File: config.mk
export PLATFORM = sky130hd
export DESIGN_NAME = lora_rx_phase_cordic_flat
export DESIGN_NICKNAME = d
export VERILOG_FILES = /design/src/rtl/lora_rx_phase_cordic_if.sv /design/src/rtl/lora_rx_phase_cordic.sv /design/src/flat_wrapper.sv
export SDC_FILE = /design/constraint.sdc
export NUM_CORES = 1
export LEC_CHECK = 0
export BUFFER_PORTS_ARGS = -buffer_cell sky130_fd_sc_hd__buf_2
export CORE_UTILIZATION = 50
export DETAILED_ROUTE_END_ITERATION = 16
export PLACE_DENSITY = 0.68
export SYNTH_ARGS = -nofsm -noshare
export SYNTH_HDL_FRONTEND = slang
export SYNTH_SLANG_ARGS = --single-unit
File: constraint.sdc
create_clock -name clk -period 5.6 [get_ports clk]
set_clock_uncertainty 0.15 [all_clocks]
set_input_delay 0.56 -clock clk [delete_from_list [all_inputs] [get_ports clk]]
set_output_delay 0.56 -clock clk [all_outputs]
set_load 0.01 [all_outputs]
File: src/rtl/lora_rx_phase_cordic_if.sv
// Sample-in / phase-out bundle for the RX phase CORDIC.
// Handshake: a beat moves on a rising clk edge where valid && ready are both high;
// the producer holds valid and payload steady until then, and ready never waits on valid.
interface lora_rx_phase_cordic_if #(
  parameter int SAMPLE_W = 13,
  parameter int ANGLE_W  = 25
);
  logic                       in_valid;
  logic                       in_ready;
  logic signed [SAMPLE_W-1:0] i_in;
  logic signed [SAMPLE_W-1:0] q_in;
  logic                       out_valid;
  logic                       out_ready;
  logic [ANGLE_W-1:0]         angle_out;
  logic [SAMPLE_W:0]          mag_out;

  modport master (
    output in_valid, i_in, q_in, out_ready,
    input  in_ready, out_valid, angle_out, mag_out
  );

  modport slave (
    input  in_valid, i_in, q_in, out_ready,
    output in_ready, out_valid, angle_out, mag_out
  );
endinterface

File: src/rtl/lora_rx_phase_cordic.sv
// Vectoring-mode CORDIC: one (I,Q) sample -> unsigned phase (full circle = 2^ANGLE_W)
// and gain-scaled magnitude, one micro-rotation per clock.
module lora_rx_phase_cordic #(
  parameter int SAMPLE_W   = 13,
  parameter int ANGLE_W    = 25,
  parameter int ITERATIONS = 16
) (
  input  logic                 clk,
  input  logic                 rst,
  lora_rx_phase_cordic_if.slave bus,
  output logic [1:0]           dbg_state_o
);
  localparam logic [1:0] S_IDLE   = 2'd0;
  localparam logic [1:0] S_ROTATE = 2'd1;
  localparam logic [1:0] S_DONE   = 2'd2;

  // Fractional guard bits below the sample LSB keep shift truncation from
  // eating the angle budget; the integer part is still SAMPLE_W+2 bits wide.
  localparam int GUARD = $clog2(ITERATIONS) + 2;
  localparam int XW    = SAMPLE_W + 2 + GUARD;
  localparam int KW    = $clog2(ITERATIONS);

  logic [1:0]           state_q, state_d;
  logic [KW-1:0]        k_q, k_d;
  logic signed [XW-1:0] x_q, x_d, y_q, y_d;
  logic signed [XW-1:0] i_ext, q_ext, x_sh, y_sh;
  logic [ANGLE_W-1:0]   z_q, z_d, atan_k;
  logic                 null_vec;

  // atan(2^-k) on a 2^32 circle, rounded down to the ANGLE_W circle.
  function automatic logic [ANGLE_W-1:0] atan_lut(input logic [KW-1:0] k);
    logic [32:0] a32;
    logic [32:0] r;
    case (int'(k))
      0:  a32 = 33'd536870912;
      1:  a32 = 33'd316933406;
      2:  a32 = 33'd167458907;
      3:  a32 = 33'd85004756;
      4:  a32 = 33'd42667331;
      5:  a32 = 33'd21354465;
      6:  a32 = 33'd10679838;
      7:  a32 = 33'd5340245;
      8:  a32 = 33'd2670163;
      9:  a32 = 33'd1335087;
      10: a32 = 33'd667544;
      11: a32 = 33'd333772;
      12: a32 = 33'd166886;
      13: a32 = 33'd83443;
      14: a32 = 33'd41722;
      15: a32 = 33'd20861;
      16: a32 = 33'd10430;
      17: a32 = 33'd5215;
      18: a32 = 33'd2608;
      19: a32 = 33'd1304;
      20: a32 = 33'd652;
      21: a32 = 33'd326;
      22: a32 = 33'd163;
      23: a32 = 33'd81;
      24: a32 = 33'd41;
      25: a32 = 33'd20;
      26: a32 = 33'd10;
      27: a32 = 33'd5;
      28: a32 = 33'd3;
      29: a32 = 33'd1;
      default: a32 = 33'd0;
    endcase
    r = ((a32 << 1) >> (32 - ANGLE_W)) + 33'd1;
    r = r >> 1;
    return r[ANGLE_W-1:0];
  endfunction

  assign i_ext    = {{2{bus.i_in[SAMPLE_W-1]}}, bus.i_in, {GUARD{1'b0}}};
  assign q_ext    = {{2{bus.q_in[SAMPLE_W-1]}}, bus.q_in, {GUARD{1'b0}}};
  assign x_sh     = x_q >>> k_q;
  assign y_sh     = y_q >>> k_q;
  assign atan_k   = atan_lut(k_q);
  // A null vector has no direction to chase, so its phase stays where it started.
  assign null_vec = (x_q == '0) && (y_q == '0);

  always_comb begin
    state_d = state_q;
    k_d     = k_q;
    x_d     = x_q;
    y_d     = y_q;
    z_d     = z_q;
    case (state_q)
      S_IDLE: begin
        if (bus.in_valid) begin
          if (bus.i_in[SAMPLE_W-1]) begin
            x_d = -i_ext;
            y_d = -q_ext;
            z_d = {1'b1, {(ANGLE_W-1){1'b0}}};
          end else begin
            x_d = i_ext;
            y_d = q_ext;
            z_d = '0;
          end
          k_d     = '0;
          state_d = S_ROTATE;
        end
      end
      S_ROTATE: begin
        if (y_q[XW-1]) begin
          x_d = x_q - y_sh;
          y_d = y_q + x_sh;
          z_d = z_q - atan_k;
        end else begin
          x_d = x_q + y_sh;
          y_d = y_q - x_sh;
          z_d = null_vec ? z_q : z_q + atan_k;
        end
        k_d = k_q + 1'b1;
        if (k_q == KW'(ITERATIONS - 1)) state_d = S_DONE;
      end
      S_DONE: begin
        if (bus.out_ready) state_d = S_IDLE;
      end
      default: state_d = S_IDLE;
    endcase
  end

  always_ff @(posedge clk) begin
    if (rst) begin
      state_q <= S_IDLE;
      k_q     <= '0;
      x_q     <= '0;
      y_q     <= '0;
      z_q     <= '0;
    end else begin
      state_q <= state_d;
      k_q     <= k_d;
      x_q     <= x_d;
      y_q     <= y_d;
      z_q     <= z_d;
    end
  end

  assign bus.in_ready  = (state_q == S_IDLE) && !rst;
  assign bus.out_valid = (state_q == S_DONE);
  assign bus.angle_out = z_q;
  assign bus.mag_out   = x_q[GUARD+SAMPLE_W:GUARD];
  assign dbg_state_o   = state_q;
endmodule

File: src/flat_wrapper.sv
// flat-port wrapper written by rule: the top's interface ports become plain ports
module lora_rx_phase_cordic_flat 
#(
  parameter int SAMPLE_W   = 13,
  parameter int ANGLE_W    = 25,
  parameter int ITERATIONS = 16
)
  (clk, rst, dbg_state_o, bus_in_valid, bus_i_in, bus_q_in, bus_out_ready, bus_in_ready, bus_out_valid, bus_angle_out, bus_mag_out);
  lora_rx_phase_cordic_if #(.SAMPLE_W(SAMPLE_W), .ANGLE_W(ANGLE_W)) bus_i ();
  input  logic clk;
  input  logic rst;
  output logic [1:0] dbg_state_o;
  input wire logic [$bits(bus_i.in_valid)-1:0] bus_in_valid;
  input wire logic [$bits(bus_i.i_in)-1:0] bus_i_in;
  input wire logic [$bits(bus_i.q_in)-1:0] bus_q_in;
  input wire logic [$bits(bus_i.out_ready)-1:0] bus_out_ready;
  output wire logic [$bits(bus_i.in_ready)-1:0] bus_in_ready;
  output wire logic [$bits(bus_i.out_valid)-1:0] bus_out_valid;
  output wire logic [$bits(bus_i.angle_out)-1:0] bus_angle_out;
  output wire logic [$bits(bus_i.mag_out)-1:0] bus_mag_out;
  assign bus_i.in_valid = bus_in_valid;
  assign bus_i.i_in = bus_i_in;
  assign bus_i.q_in = bus_q_in;
  assign bus_i.out_ready = bus_out_ready;
  assign bus_in_ready = bus_i.in_ready;
  assign bus_out_valid = bus_i.out_valid;
  assign bus_angle_out = bus_i.angle_out;
  assign bus_mag_out = bus_i.mag_out;
  lora_rx_phase_cordic #(.SAMPLE_W(SAMPLE_W), .ANGLE_W(ANGLE_W), .ITERATIONS(ITERATIONS)) u_core (.clk(clk), .rst(rst), .bus(bus_i), .dbg_state_o(dbg_state_o));
endmodule
==> out/metrics.csv, run 1 <==
metric,value,unit
Crit. End Element,flip-flop,
DIE HEIGHT,154.5,um
Reg area,1952,um2
final wirelength,34700,um
Slew headroom,0.2864,
Max Cap Violations,0,
Cell variety after synth,84,
clock tree buffer depth,2,
hold crit path type,flip-flop to flip-flop,
Pins Over Slew Limit,0,
first-pass GRT wire length,56690,um
share of cells above drive strength 1,0.1506,
Final setup viols,0,
RSZ-0062 raised after global routing,false,
pre-CTS setup slack,0.1171,ns
syn nets,1554,
leakage power total,5.278,nW
port bufs,72,
number of CTS-inserted buffers,9,
Post-synth EDFFs,0,
clk sinks,97,
status,finished clean,
multi-input logic area,8984,um2
number of global-route vias before repair,10580,
worst IR drop on VDD,0.3437,mV
"Hold-fix buffers, CTS",0,
Overflow after GRT,0,
Routed wire per std cell,19.65,um
overall global routing resource usage,0.2946,
CTS root buf,clkbuf_16,
fill count,2132,
"Seq/Total Area, Yosys",0.1670,
routed vias,11380,
Die ar.,23870,um2
Placeable Area,22710,um2
Pwr Density,459.1,nW/um2
Fmax achieved,0.1910,GHz
Initial DRC Count,1372,
minimum clock period after layout,5.236,ns
ys flop type,dfxtp_1,
syn_area_per_cell,8.057,um2
asr flop ratio synth,0,
Initial Utilization,0.5120,
clock-pin slew on the worst setup and hold paths,0.08,ns
Worst-Margin Slew,1.062,ns
worst setup path class,flip-flop to flip-flop,
flip-flop and latch count after synthesis,97,
vias per inst,6.441,
row count,55,
WP data required,5.71,ns
Synth Instances,1443,
CP Launch Type,flip-flop,
"Hold Vio Cnt, Final",0,
"critical path fanouts, max",11,
area delta synth->final,7.889,%
post-DP HPWL,26030,um
initial antenna violation count,0,
period utilization,0.9350,
Residual DRC,0,
WP data arrival,5.35,ns
Synth Warn #,0,
setup_tns,0,ns
H-tree depth,3,
Post-Syn Area,11630,um2
pin count of the biggest net entering global routing,65,
CTS tree,built,
layout net count,1587,
n_diodes,0,
"antenna viol nets, final",0,
Top-Level Pins,73,
worst skew pair latency,0.37,ns
Die Width,154.5,um
fin worst setup slack,0.3643,ns
TritonRoute pass-1 iters,6,
GPL Wtd Cong,0.9863,
-- cells in the mapped netlist, types with 10 or more instances --
cell,number,share of area
nor2_1,154,0.050
a21oi_1,99,0.043
dfxtp_1,97,0.17
xnor2_1,95,0.072
nand2_1,92,0.030
ha_1,78,0.084
o21ai_0,63,0.027
inv_1,54,0.017
xor2_1,54,0.041
clkbuf_1,51,0.016
nand3_1,39,0.017
mux4_2,38,0.074
nor3_1,36,0.015
mux2i_1,35,0.030
a31oi_1,28,0.015
a21o_1,27,0.017
a22oi_1,21,0.014
nand2b_1,20,0.011
or3_1,20,0.011
mux2_2,17,0.016
nor2b_1,17,0.0091
nor4_1,16,0.0086
a2111oi_0,15,0.011
and3_1,15,0.0081
buf_2,14,0.0060
buf_4,14,0.0090
nand4_1,14,0.0075
a22o_1,13,0.0098
o21a_1,12,0.0077
o31ai_1,12,0.0077
a211oi_1,11,0.0071
mux4_1,11,0.025
or2_2,11,0.0059
buf_1,10,0.0032
-- cell families (layout without fill, tap and decap cells) --
family | Yosys count | in the layout | synth area share
and+or+nand+nor | 465 | 465 | 0.1950
adders and majority gates | 81 | 81 | 0.08911
muxes | 102 | 102 | 0.1470
xor gates and xnor gates | 150 | 150 | 0.1142
AOI/OAI and AO/OA | 392 | 392 | 0.2255
DFF | 97 | 97 | 0.1670
buffers and inverters | 156 | 194 | 0.06220
-- stage by stage --
stage                     area (um2)  power [mW]    util  cells  hold WS [ns]
after floorplan                11630       4.102       -   1443        0.3364
after global placement         12200       4.921  0.5372   1749        0.3440
after detailed placement       12200       4.966  0.5372   1749        0.3523
after CTS                      12510       5.683  0.5509   1765        0.3690
after global routing           12540       6.225  0.5523   1766        0.3865
final                          12540       5.758  0.5523   1766        0.3685
-- final cells by class --
| type | instances | area share |
|---|---|---|
| clock buffer | 9 | 0.01796 |
| clock inverter | 7 | 0.006683 |
| inverter | 58 | 0.01736 |
| multi-input combinational | 1190 | 0.7162 |
| sequential | 97 | 0.1556 |
| tap | 285 | 0.02843 |
| timing repair buffer | 120 | 0.05776 |
-- where the power goes --
part	switching (mW)	internal, mW
sequential	0.250	0.821
clock	0.336	0.358
combinational	2.18	1.81
-- critical path, cell delays in order (launching register included) --
cell and delay (ns):
dfxtp_4 0.44, buf_4 0.23, mux4_2 0.57, mux2_2 0.29
a221o_1 0.41, nor2b_1 0.20, and3_1 0.23, nand3_1 0.18
nor3_4 0.28, a21oi_1 0.11, xnor2_1 0.17, ha_1 0.36
a21o_1 0.21, a21o_1 0.17, a21o_1 0.19, a21o_1 0.19
a31oi_1 0.21, xnor2_1 0.15, nor2_1 0.08, a2111oi_2 0.31
-- layout by cell type (no fill, tap or decap), types with 7 or more instances in the layout --
cell,netlist,final
o21a_1,12,12
nor3_1,36,36
nor2_1,154,153
inv_1,54,54
o21ai_0,63,63
a211oi_1,11,11
and4_1,7,7
a21o_1,27,27
a2111oi_0,15,14
buf_2,14,72
and2_1,8,8
ha_1,78,78
xnor2_1,95,95
nand2b_1,20,20
a21oi_1,99,99
o211ai_1,9,9
a22o_1,13,13
clkbuf_16,0,9
mux4_2,38,38
o21bai_1,8,8
or3_1,20,20
nand3_1,39,39
mux2_2,17,17
a221oi_1,9,9
buf_4,14,47
o22ai_1,9,9
nor2b_1,17,16
dfxtp_1,97,93
o31ai_1,12,11
nand4_1,14,14
or2_2,11,11
nand2_1,92,92
mux4_1,11,11
and3_1,15,15
nor4_1,16,16
a31oi_1,28,28
xor2_1,54,54
mux2i_1,35,35
a22oi_1,21,21
-- worst paths after layout --
check	start	to	slack (ns)	depth (start not counted)
max	u_core.k_q[1]$_SDFFE_PP0P_	u_core.y_q[17]$_SDFFE_PP0P_	0.36	19
min reg2reg	u_core.bus.angle_out[17]$_SDFFE_PP0P_	u_core.bus.angle_out[17]$_SDFFE_PP0P_	0.37	1
max reg2reg	u_core.k_q[1]$_SDFFE_PP0P_	u_core.y_q[17]$_SDFFE_PP0P_	0.36	19
min	u_core.bus.angle_out[17]$_SDFFE_PP0P_	u_core.bus.angle_out[17]$_SDFFE_PP0P_	0.37	1
-- routing by layer --
metal  GRT usage  vias up  part of all wire
met4     0.07544        2             0.018
met3     0.05800       58             0.084
li1            -     5427                 -
met2      0.4465      494              0.43
met1      0.4252     5394              0.47
met5           0        -            0.0022
-- timing repair --
action,4_1_cts,5_1_grt
setup endpoints to repair,0,9
hold endpoints to repair,0,0
gates resized for setup,0,7
buffers inserted,0,1
No activity file was read; power rests on OpenSTA's default activity.
==> inputs of run 2 (changes only) <==
- PLACE_DENSITY: 0.68 -> 0.7
- clock period: 5.6 -> 4.5 ns (I/O delays scaled with it)
==> run 2 against run 1 <==
Net effect:
- the flow now finishes with violations (setup timing)
- worst setup slack worse by 0.74 ns
- sequential share of layout area down 2.7 points
- fmax up 7.4%
- first-iteration DRC count up 0.36%
- highest routed layer unchanged
- critical path depth up 4
- die area unchanged
- clock power up 18%
- largest cell class unchanged
- wire length up 17%
- global-route usage up 3.9 points
- non-clock buffer count up 251
- sequential cell count unchanged
==> out/metrics.csv, run 2 (synthesis gave the netlist of run 1 again) <==
metric,value,unit
Cells after DPL,1948,
Placeable Area,22710,um2
clk sinks,97,
WP data required,4.58,ns
"antenna viol nets, final",0,
Stages on worst setup path,23,
Initial Utilization,0.5120,
H-tree depth,3,
Pwr Density,632.4,nW/um2
"critical path fanouts, max",6,
hold crit path type,input pin to flip-flop,
row count,55,
fin worst setup slack,-0.3753,ns
Buffers & Inverters on Critical Path,5,
number of global-route vias before repair,11890,
Crit. End Element,flip-flop,
worst setup path class,flip-flop to flip-flop,
slowest cell delay on critical path,0.53,ns
CP Launch Type,flip-flop,
CP startpoint,u_core.k_q[1]$_SDFFE_PP0P_,
critical path capture point,u_core.x_q[16]$_SDFFE_PP0P_,
Top-Level Pins,73,
first-pass GRT wire length,63270,um
CTS tree,built,
Fmax achieved,0.2051,GHz
fill count,1868,
vias per inst,6.303,
worst IR drop on VDD,0.5831,mV
Pins Over Slew Limit,0,
Die Width,154.5,um
n_diodes,0,
Slew headroom,0.3025,
worst skew pair latency,0.37,ns
Tot Pwr,9.650,mW
"commonest non-fill, non-tap cell in the layout",buf_4,
Routed wire per std cell,20.15,um
port bufs,72,
Initial DRC Count,1377,
register-to-register setup slack,-0.38,ns
overall global routing resource usage,0.3337,
post-DP HPWL,29830,um
Max Cap Violations,0,
R2R Path End,u_core.x_q[16]$_SDFFE_PP0P_,
clock tree buffer depth,2,
CTS root buf,clkbuf_16,
routed vias,12710,
CP top delay family,simple AND/OR/NAND/NOR gates,
TritonRoute pass-1 iters,5,
GPL Wtd Cong,0.9773,
WP data arrival,4.95,ns
initial antenna violation count,3,
pin count of the biggest net entering global routing,52,
area delta synth->final,31.24,%
clock-pin slew on the worst setup and hold paths,0.08,ns
"Hold-fix buffers, CTS",0,
"Hold Vio Cnt, Final",0,
RR Startpoint,u_core.k_q[1]$_SDFFE_PP0P_,
Worst-Margin Slew,1.042,ns
layout net count,1838,
Final setup viols,22,
failing checks,setup timing,
CP max-delay cell,mux4_2,
pre-CTS setup slack,-0.6190,ns
Residual DRC,0,
leakage power total,6.695,nW
number of CTS-inserted buffers,9,
DIE HEIGHT,154.5,um
share of cells above drive strength 1,0.3470,
period utilization,1.083,
RSZ-0062 raised after global routing,true,
Post-Layout Cell Count,2017,
CP cell instances,"buf_8, buf_4, mux4_2, mux2_2, mux2i_4, ha_2, nand4_1, nand2_1, and3b_2, buf_6, nor2_2, xnor2_1, ha_1, a21oi_2, nor2b_4, o21a_4, nor3_4, o31ai_4, buf_6, buf_4, or3_4, a21oi_4, a2111oi_2",
worst reg2reg path depth,23,
status,"complete, but fails checks",
final wirelength,40650,um
most frequent cells in the layout,"275 x buf_4, 142 x nor2_1, 92 x xnor2_1, 90 x nand2_1, 88 x dfxtp_1",
minimum clock period after layout,4.875,ns
Overflow after GRT,0,
Die ar.,23870,um2
run 2: report_power, final:
part	switching [mW]	internal, mW
Clock	0.412	0.405
Combinational	3.79	3.77
Sequential	0.247	1.02
run 2: layer usage:
metal,GRT usage,share of wire
met1,0.4601,0.43
met2,0.5337,0.45
met3,0.04231,0.088
met4,0.1212,0.031
met5,0,0.00071
run 2: timing repair:
action                                  4_1_cts  5_1_grt
cloned                                        1        0
setup buffers                                36       17
resized for setup                            80      111
pin swaps                                    41       69
endpoints found under the setup margin       22       31
run 2: worst min path at each step:
stage	from	to	cells after the start
after detailed placement	u_core.bus.angle_out[21]$_SDFFE_PP0P_	u_core.bus.angle_out[21]$_SDFFE_PP0P_	1
final	bus_i_in[11]	u_core.x_q[18]$_SDFFE_PP0P_	4
after global placement	u_core.bus.angle_out[22]$_SDFFE_PP0P_	u_core.bus.angle_out[22]$_SDFFE_PP0P_	1
after CTS	bus_i_in[11]	u_core.x_q[18]$_SDFFE_PP0P_	4
after global routing	bus_i_in[11]	u_core.x_q[18]$_SDFFE_PP0P_	4
after floorplan	u_core.y_q[6]$_SDFFE_PP0P_	u_core.y_q[6]$_SDFFE_PP0P_	2
run 2: worst min-delay path, cell delays in order:
cell	delay [ns]
buf_2	0.10
nor4b_1	0.05
nand2_1	0.06
a311oi_1	0.08
run 2: per-stage QoR:
step	instance area, um2	hold slack [ns]	TNS [ns]	util
2_1_floorplan	11770	0.3364	-0.2028	-
3_3_place_gp	13810	0.3406	-3.997	0.6082
3_5_place_dp	13810	0.3499	-6.688	0.6082
4_1_cts	14660	0.2614	-1.695	0.6457
5_1_grt	15260	0.2958	-8.458	0.6719
6_report	15260	0.2645	-4.551	0.6719
run 2: area by class of cell:
class                           instances  area [um2]  area share
Multi-Input combinational cell       1190        9688      0.6349
Timing Repair Buffer                  371        2741      0.1797
Sequential cell                        97        1958      0.1283
Tap cell                              285       356.6     0.02337
Clock buffer                           10       239.0     0.01566
Inverter                               58       217.7     0.01427
Clock inverter                          6       57.56    0.003772
